**src/rtl/encoder_pkg.sv**
```systemverilog
// Shared types and the priority-encode function for the 4-to-2 line encoder stream.
package encoder_pkg;

  localparam int CODE_W        = 2;
  localparam int LINES         = 4;
  localparam int DEPTH_DEFAULT = 2;

  typedef struct packed {
    logic a;
    logic b;
    logic v;
    logic multi;
  } enc_entry_t;

  // Highest set index wins; later iterations overwrite the code.
  function automatic enc_entry_t prio_encode(input logic [0:LINES-1] lines);
    enc_entry_t e;
    int         cnt;
    e   = '0;
    cnt = 0;
    for (int i = 0; i < LINES; i++) begin
      if (lines[i]) begin
        {e.a, e.b} = CODE_W'(i);
        cnt++;
      end
    end
    e.v     = (cnt != 0);
    e.multi = (cnt > 1);
    return e;
  endfunction

endpackage

```
**src/rtl/encoder_4x2_stream_fifo.sv**
```systemverilog
// Generic synchronous FIFO of encoded entries.
// Pointers wrap by explicit compare, so any DEPTH from 1 to 8 works.
module enc_fifo
  import encoder_pkg::*;
#(
  parameter int DEPTH = DEPTH_DEFAULT
) (
  input  logic                         clk,
  input  logic                         rst,
  input  logic                         push,
  input  logic                         pop,
  input  enc_entry_t                   wr_data,
  output enc_entry_t                   rd_data,
  output logic [$clog2(DEPTH+1)-1:0]   count,
  output logic                         full,
  output logic                         empty
);

  localparam int PTR_W = (DEPTH > 1) ? $clog2(DEPTH) : 1;
  localparam int CNT_B = $clog2(DEPTH + 1);

  enc_entry_t             mem [DEPTH];
  logic [PTR_W-1:0]       wr_ptr;
  logic [PTR_W-1:0]       rd_ptr;
  logic [CNT_B-1:0]       count_reg;

  function automatic logic [PTR_W-1:0] ptr_inc(input logic [PTR_W-1:0] p);
    return (p == PTR_W'(DEPTH - 1)) ? '0 : p + PTR_W'(1);
  endfunction

  always_ff @(posedge clk) begin
    if (push) mem[wr_ptr] <= wr_data;
  end

  always_ff @(posedge clk) begin
    if (rst) begin
      wr_ptr    <= '0;
      rd_ptr    <= '0;
      count_reg <= '0;
    end else begin
      if (push) wr_ptr <= ptr_inc(wr_ptr);
      if (pop)  rd_ptr <= ptr_inc(rd_ptr);
      case ({push, pop})
        2'b10:   count_reg <= count_reg + CNT_B'(1);
        2'b01:   count_reg <= count_reg - CNT_B'(1);
        default: count_reg <= count_reg;
      endcase
    end
  end

  assign rd_data = mem[rd_ptr];
  assign count   = count_reg;
  assign full    = (count_reg == CNT_B'(DEPTH));
  assign empty   = (count_reg == '0);

endmodule

```
**src/rtl/encoder_4x2_stream.sv**
```systemverilog
// 4-to-2 priority encoder with a valid/ready FIFO on the output side.
// Optional multi-hot error counter is built only when ENC_ERR_COUNT_EN is defined.
module encoder_4x2_stream
  import encoder_pkg::*;
#(
  parameter int DEPTH = DEPTH_DEFAULT,
  parameter int CNT_W = 8
) (
  input  logic             clk,
  input  logic             rst,
  input  logic [0:3]       D,
  input  logic             E,
  input  logic             in_valid,
  output logic             in_ready,
  output logic             A,
  output logic             B,
  output logic             V,
  output logic             multi,
  output logic             out_valid,
  input  logic             out_ready,
  output logic [CNT_W-1:0] err_cnt
);

  localparam int CNT_B = $clog2(DEPTH + 1);

  enc_entry_t       enc;
  enc_entry_t       head;
  enc_entry_t       rd_data;
  logic [CNT_B-1:0] count;
  logic             full;
  logic             empty;
  logic             accept;
  logic             pop;

  assign enc      = prio_encode(E ? D : 4'b0000);
  assign in_ready = !rst && !full;
  assign accept   = in_valid && in_ready;
  assign out_valid = (count != '0);
  assign pop      = out_valid && out_ready;

  enc_fifo #(.DEPTH(DEPTH)) u_fifo (
    .clk     (clk),
    .rst     (rst),
    .push    (accept),
    .pop     (pop),
    .wr_data (enc),
    .rd_data (rd_data),
    .count   (count),
    .full    (full),
    .empty   (empty)
  );

  // Storage is not cleared on reset, so mask stale contents when empty.
  assign head  = empty ? '0 : rd_data;
  assign A     = head.a;
  assign B     = head.b;
  assign V     = head.v;
  assign multi = head.multi;

`ifdef ENC_ERR_COUNT_EN
  logic [CNT_W-1:0] err_cnt_reg;

  always_ff @(posedge clk) begin
    if (rst) begin
      err_cnt_reg <= '0;
    end else if (accept && enc.multi && (err_cnt_reg != '1)) begin
      err_cnt_reg <= err_cnt_reg + CNT_W'(1);
    end
  end

  assign err_cnt = err_cnt_reg;
`else
  assign err_cnt = '0;
`endif

endmodule
```
**config.mk**
```make
export PLATFORM = sky130hd
export DESIGN_NAME = encoder_4x2_stream
export DESIGN_NICKNAME = d
export VERILOG_FILES = /design/src/rtl/encoder_pkg.sv /design/src/rtl/encoder_4x2_stream_fifo.sv /design/src/rtl/encoder_4x2_stream.sv
export SDC_FILE = /design/constraint.sdc
export NUM_CORES = 1
export LEC_CHECK = 0
export ABC_CLOCK_PERIOD_IN_PS = 3800
export CORE_ASPECT_RATIO = 1.25
export CORE_MARGIN = 5
export CORE_UTILIZATION = 45
export DETAILED_ROUTE_END_ITERATION = 8
export MAX_ROUTING_LAYER = met4
export PLACE_DENSITY_LB_ADDON = 0.15
export SLEW_MARGIN = 20
export SYNTH_ARGS = -nofsm -noshare
export SYNTH_HDL_FRONTEND = slang
export SYNTH_SLANG_ARGS = --single-unit
```
**constraint.sdc**
```tcl
create_clock -name clk -period 3.8 [get_ports clk]
set_clock_uncertainty 0.2 [all_clocks]
set_input_delay 1.14 -clock clk [delete_from_list [all_inputs] [get_ports clk]]
set_output_delay 1.14 -clock clk [all_outputs]
set_load 0.005 [all_outputs]
```
**Yosys cells after proc, flatten, opt, wreduce, memory -nomap -nowiden**

Memory sizes are Yosys's and may differ from the RTL's. A register that Yosys moved wholly into a read port is not among the register bits.
Cells that the tools add are included.

- Flip-flop bits (word level): 4
- Latch bits: 0
- Memory bits (read-only): 0
- Memories: 1
- Word-level logic and storage cells: 40
- Memory bits (writable): 8
- Input bits: 9

- Multipliers: 0
- Reductions and logical operators: 9
- Magnitude comparators: 1
- Equal/unequal tests: 3
- Muxes and demuxes: 16
- Add/subtract/negate cells: 7
- Divide/modulo/power cells: 0
- Shifts and indexed selects: 0
- Bitwise logic cells: 0

Memories:

| name | depth | bits a word | rd ports | clocked after memory_dff | write ports | line | RTL |
|---|---|---|---|---|---|---|---|
| u_fifo.mem | 2 | 4 | 1 | 1 | 1 | encoder_4x2_stream_fifo.sv:22 | `enc_entry_t mem [DEPTH];` |

Operators with widths:

| cell | number |
|---|---|
| 32-bit by 2-bit adder with 32-bit output, second input constant | 3 |
| 32-bit two-way mux | 3 |
| 32-bit by 2-bit greater-than comparator with 1-bit output, second input constant | 1 |
| 32-bit nonzero test | 1 |
| 1-bit two-way mux | 8 |
| 4-bit two-way mux | 2 |
| 2-bit == test, second input constant | 2 |
| 2-bit two-way mux | 2 |
| 2-bit case mux with 2 select lines | 1 |
| 2-bit nonzero test | 2 |
| 1-bit logical AND | 3 |
| 1-bit adder, second input constant | 2 |
| 2-bit by 1-bit adder with 2-bit output, second input constant | 1 |
| 2-bit by 1-bit == test with 1-bit output, second input constant | 1 |
| 1-bit logical NOT | 2 |
| 2-bit logical NOT | 1 |
| 2-bit by 1-bit subtractor with 2-bit output, second input constant | 1 |

**Longest topological paths before layout**

- Depth after elaboration: 9
- Depth in mapped cells: 7
- Depth with buffers taken out: 6

**Modules after synthesis**

A second synthesis with hierarchy kept.

- Cell total of the unflattened synthesis: 75
- Area, all modules: 774.5 sq um

Modules (own cells, without submodules):

| module | area each (sq um) | seq. area each (sq um) | cells an instance | times used |
|---|---|---|---|---|
| enc_fifo | 490.5 | 340.3 | 34 | 1 |
| encoder_4x2_stream | 284.0 | 0.0 | 41 | 1 |

**Worst setup path after synthesis**

Ideal clock, no wire load.

- Path kind: input to register
- From: input port E
- To: memory u_fifo.mem[0][1] in the netlist's numbering, data pin
- Path buffers: 1
- Arrival: 2.318 ns
- Stages on the path: 6
- Setup slack: 1.017 ns
- Required time: 3.335 ns
- Path through: buf_6 -> nand2_1 -> ha_1 -> or2b_1 -> o311a_1 -> o32a_1

RTL lines:

| what | line | RTL |
|---|---|---|
| from (decl) | encoder_4x2_stream.sv:12 | `input logic E,` |
| to (decl) | encoder_4x2_stream_fifo.sv:22 |  |

**Worst setup path in the final report**

- From: input port rst
- To: output port in_ready

- Longest elaborated chain between the ends: 2

RTL lines:

| what | line | RTL |
|---|---|---|
| from (decl) | encoder_4x2_stream.sv:10 | `input logic rst,` |
| 1-bit logical NOT | encoder_4x2_stream.sv:36 | `assign in_ready = !rst && !full;` |
| 1-bit logical AND | encoder_4x2_stream.sv:36 |  |
| to (decl) | encoder_4x2_stream.sv:14 | `output logic in_ready,` |

No other way between the ends.

==> flow_metrics.py <==
metrics = {
    "clock_network": {
        "cts-root-buf": "clkbuf_4",
        "post_cts_buffers": 0,
        "numCtsBuffers": 3,
        "cts_resized": 0,
        "path_clk_slew_ns": 0.08,
        "htree_num_levels": 1,
        "ctsHoldBuffers": 0,
        "cts_tree": "done",
        "clk_latency_ns": 0.27,
        "cts_max_path_buffers": 2,
        "clock_sinks": 13,
    },
    "global_route": {
        "overflow": 0,
        "antenna_found_initial": 0,
        "grt_pass1_vias": 487,
        "grt_max_degree": 11,
        "grtUsageTotal": 0.102,
        "grt_pass1_wl_um": 1940,
    },
    "placement": {
        "dp.cells": 105,
        "finalWeightedCongestion": 0.675,
        "hpwl_um": 864,
        "portBuffers": 14,
    },
    "sta": {
        "final_max_slew_viol_count": 0,
        "max_freq_ghz": 0.284,
        "rsz0062_at_grt": "false",
        "finalCriticalPeriod_ns": 3.53,
        "whs_ns": 0.323,
        "finalSetupViolations": 0,
        "hold_viol": 0,
        "tns_ns": 0,
        "timing.final.crit_share": 0.928,
    },
    "critical_path": {
        "worst_ep_required_time_ns": 2.46,
        "cp_num_buf_inv": 2,
        "arrival_ns": 2.19,
        "path_delay_family": "buffers and inverters",
        "cp_common_cell": "clkdlybuf4s50_1",
        "slowest_delay_ns": 0.51,
        "crit_fanout": 2,
        "critPathLaunchType": "input port",
        "rrSetupSlack_ns": 1.86,
        "cp_cell_sequence": "clkdlybuf4s50_1 -> a21oi_1 -> clkdlybuf4s50_1",
        "cp-end-kind": "output pin",
        "worstSetupPathType": "in -> out",
        "crit_slowest_cell": "clkdlybuf4s50_1",
    },
    "layout": {
        "fill_cells": 139,
        "areaGrowthSynthToFinish_pct": 19.9,
        "largest_reg_flops": 8,
        "instances_no_fill": 109,
        "nets": 103,
        "regArea_um2": 340,
        "drive_gt1_frac": 0.0659,
        "multi_input_area_um2": 338,
        "diodes": 0,
    },
    "synthesis": {
        "synth.distinct_cells": 27,
        "syn_inst": 75,
        "synth_area_um2": 742,
        "yosysSeqAreaShare": 0.459,
        "yosysTopAreaCell": "edfxtp_1",
        "synth-seq-cells": 13,
        "synthTopCellsByArea": "edfxtp_1 (32%), dfxtp_1 (13%), buf_4 (8.1%)",
        "synth_ff_type": "edfxtp_1",
        "synth_most_common_cell": "nor2_1",
        "ys_async_sr_fraction": 0,
        "synth.top_cells.by_count": "nor2_1 (11), buf_4 (8), edfxtp_1 (8)",
        "synth_warnings": 0,
        "synth_edf_count": 8,
        "synth_top_area_frac": 0.324,
        "syn_avg_cell_area_um2": 9.89,
    },
    "floorplanning": {
        "die_w_um": 46.3,
        "die_h_um": 55.4,
        "die-area_um2": 2570,
        "core_area_um2": 1560,
        "rows": 16,
        "initial_core_util": 0.475,
        "num_io_pins": 23,
    },
    "route": {
        "drtIter0Drc": 5,
        "drtPass1Iterations": 4,
        "wl_um": 1160,
        "antenna_left": 0,
        "detail_route.vias_per_cell": 5.06,
        "via_count": 551,
        "wl_per_cell_um": 10.6,
        "drc": 0,
    },
    "run": {
        "maxCapViolations": 0,
    },
    "power_and_ir_drop": {
        "ir_drop_mv": 0.263,
        "p_leak_nw": 0.340,
        "powerDensity_nw_per_um2": 499,
    },
    "run_status": {
        "run_status": "completed",
    },
    "min_path": {
        "min_path_type": "reg -> reg",
    },
}
power by group:
part           internal (W)  switching (W)  total (W)
Combinational     0.0000957      0.0000749   0.000171
Sequential         0.000174      0.0000187   0.000193
Clock             0.0000405      0.0000393  0.0000798
Total              0.000311       0.000133   0.000444
logic make-up after synthesis:
family,Yosys count,share of synthesized area
AND/OR/NAND/NOR,24,0.159
AO/OA/AOI/OAI,13,0.121
adder cells (fa/ha/maj),2,0.0337
multiplexers,4,0.0540
buffers and inverters,14,0.121
other,1,0.00505
flip-flops,13,0.459
XOR/XNOR,4,0.0472
path summary, 6_finish.rpt:
kind	cells after the start	endpoint	from
worst min register to register	2	u_fifo.rd_ptr	u_fifo.rd_ptr
worst max-delay path	3	in_ready	rst
worst min-delay path	2	u_fifo.rd_ptr	u_fifo.rd_ptr
worst max register to register	5	u_fifo.count[1]	u_fifo.count[0]
stage by stage:
stage	total power [W]	cell area, um2	utilization	setup slack, ns
after CTS	0.000449	890	0.570	0.263
after global routing	0.000477	890	0.570	0.216
after detailed placement	0.000367	863	0.553	0.267
final	0.000444	890	0.570	0.275
after floorplan	0.000300	768	-	1.02
after global placement	0.000365	863	0.553	0.286
worst register-to-register path, stage by stage, from the launching register on:
cell and delay (ns):
dfxtp_1 0.35, nor2_1 0.33, nor2b_1 0.15, ha_1 0.34
or3_1 0.38, a21oi_1 0.13
routing by layer:
| layer | routed length [um] | share of wire | GRT usage | vias to the layer above |
|---|---|---|---|---|
| met3 | 91 | 0.079 | 0.0195 | 2 |
| li1 | - | - | - | 275 |
| met5 | 0 | 0 | - | - |
| met4 | 14 | 0.012 | 0.0610 | 0 |
| met1 | 423 | 0.37 | 0.114 | 259 |
| met2 | 627 | 0.54 | 0.161 | 15 |
area by class of cell:
class | count | area share
flip-flops and latches | 13 | 0.383
multi-input cells | 55 | 0.380
repair buffers | 15 | 0.166
clock buffers | 4 | 0.0295
well taps | 18 | 0.0253
inverters | 4 | 0.0169
cells in the final DEF, fill, tap and decap left out, drive strengths merged:
| cell | n |
|---|---|
| a211o | 1 |
| xor2 | 1 |
| nand3 | 3 |
| o21a | 2 |
| o21ai | 3 |
| dfxtp | 5 |
| nor2b | 2 |
| xnor2 | 3 |
| ha | 2 |
| nor2 | 11 |
| inv | 4 |
| clkbuf | 4 |
| nand2 | 4 |
| conb | 8 |
| edfxtp | 8 |
| buf | 1 |
| or3 | 1 |
| a21oi | 3 |
| or2b | 1 |
| and3 | 1 |
| clkdlybuf4s50 | 14 |
| and4 | 1 |
| o311a | 1 |
| a22o | 1 |
| a31oi | 1 |
| mux2i | 4 |
| o32a | 1 |
No activity file was read; power rests on OpenSTA's default activity.
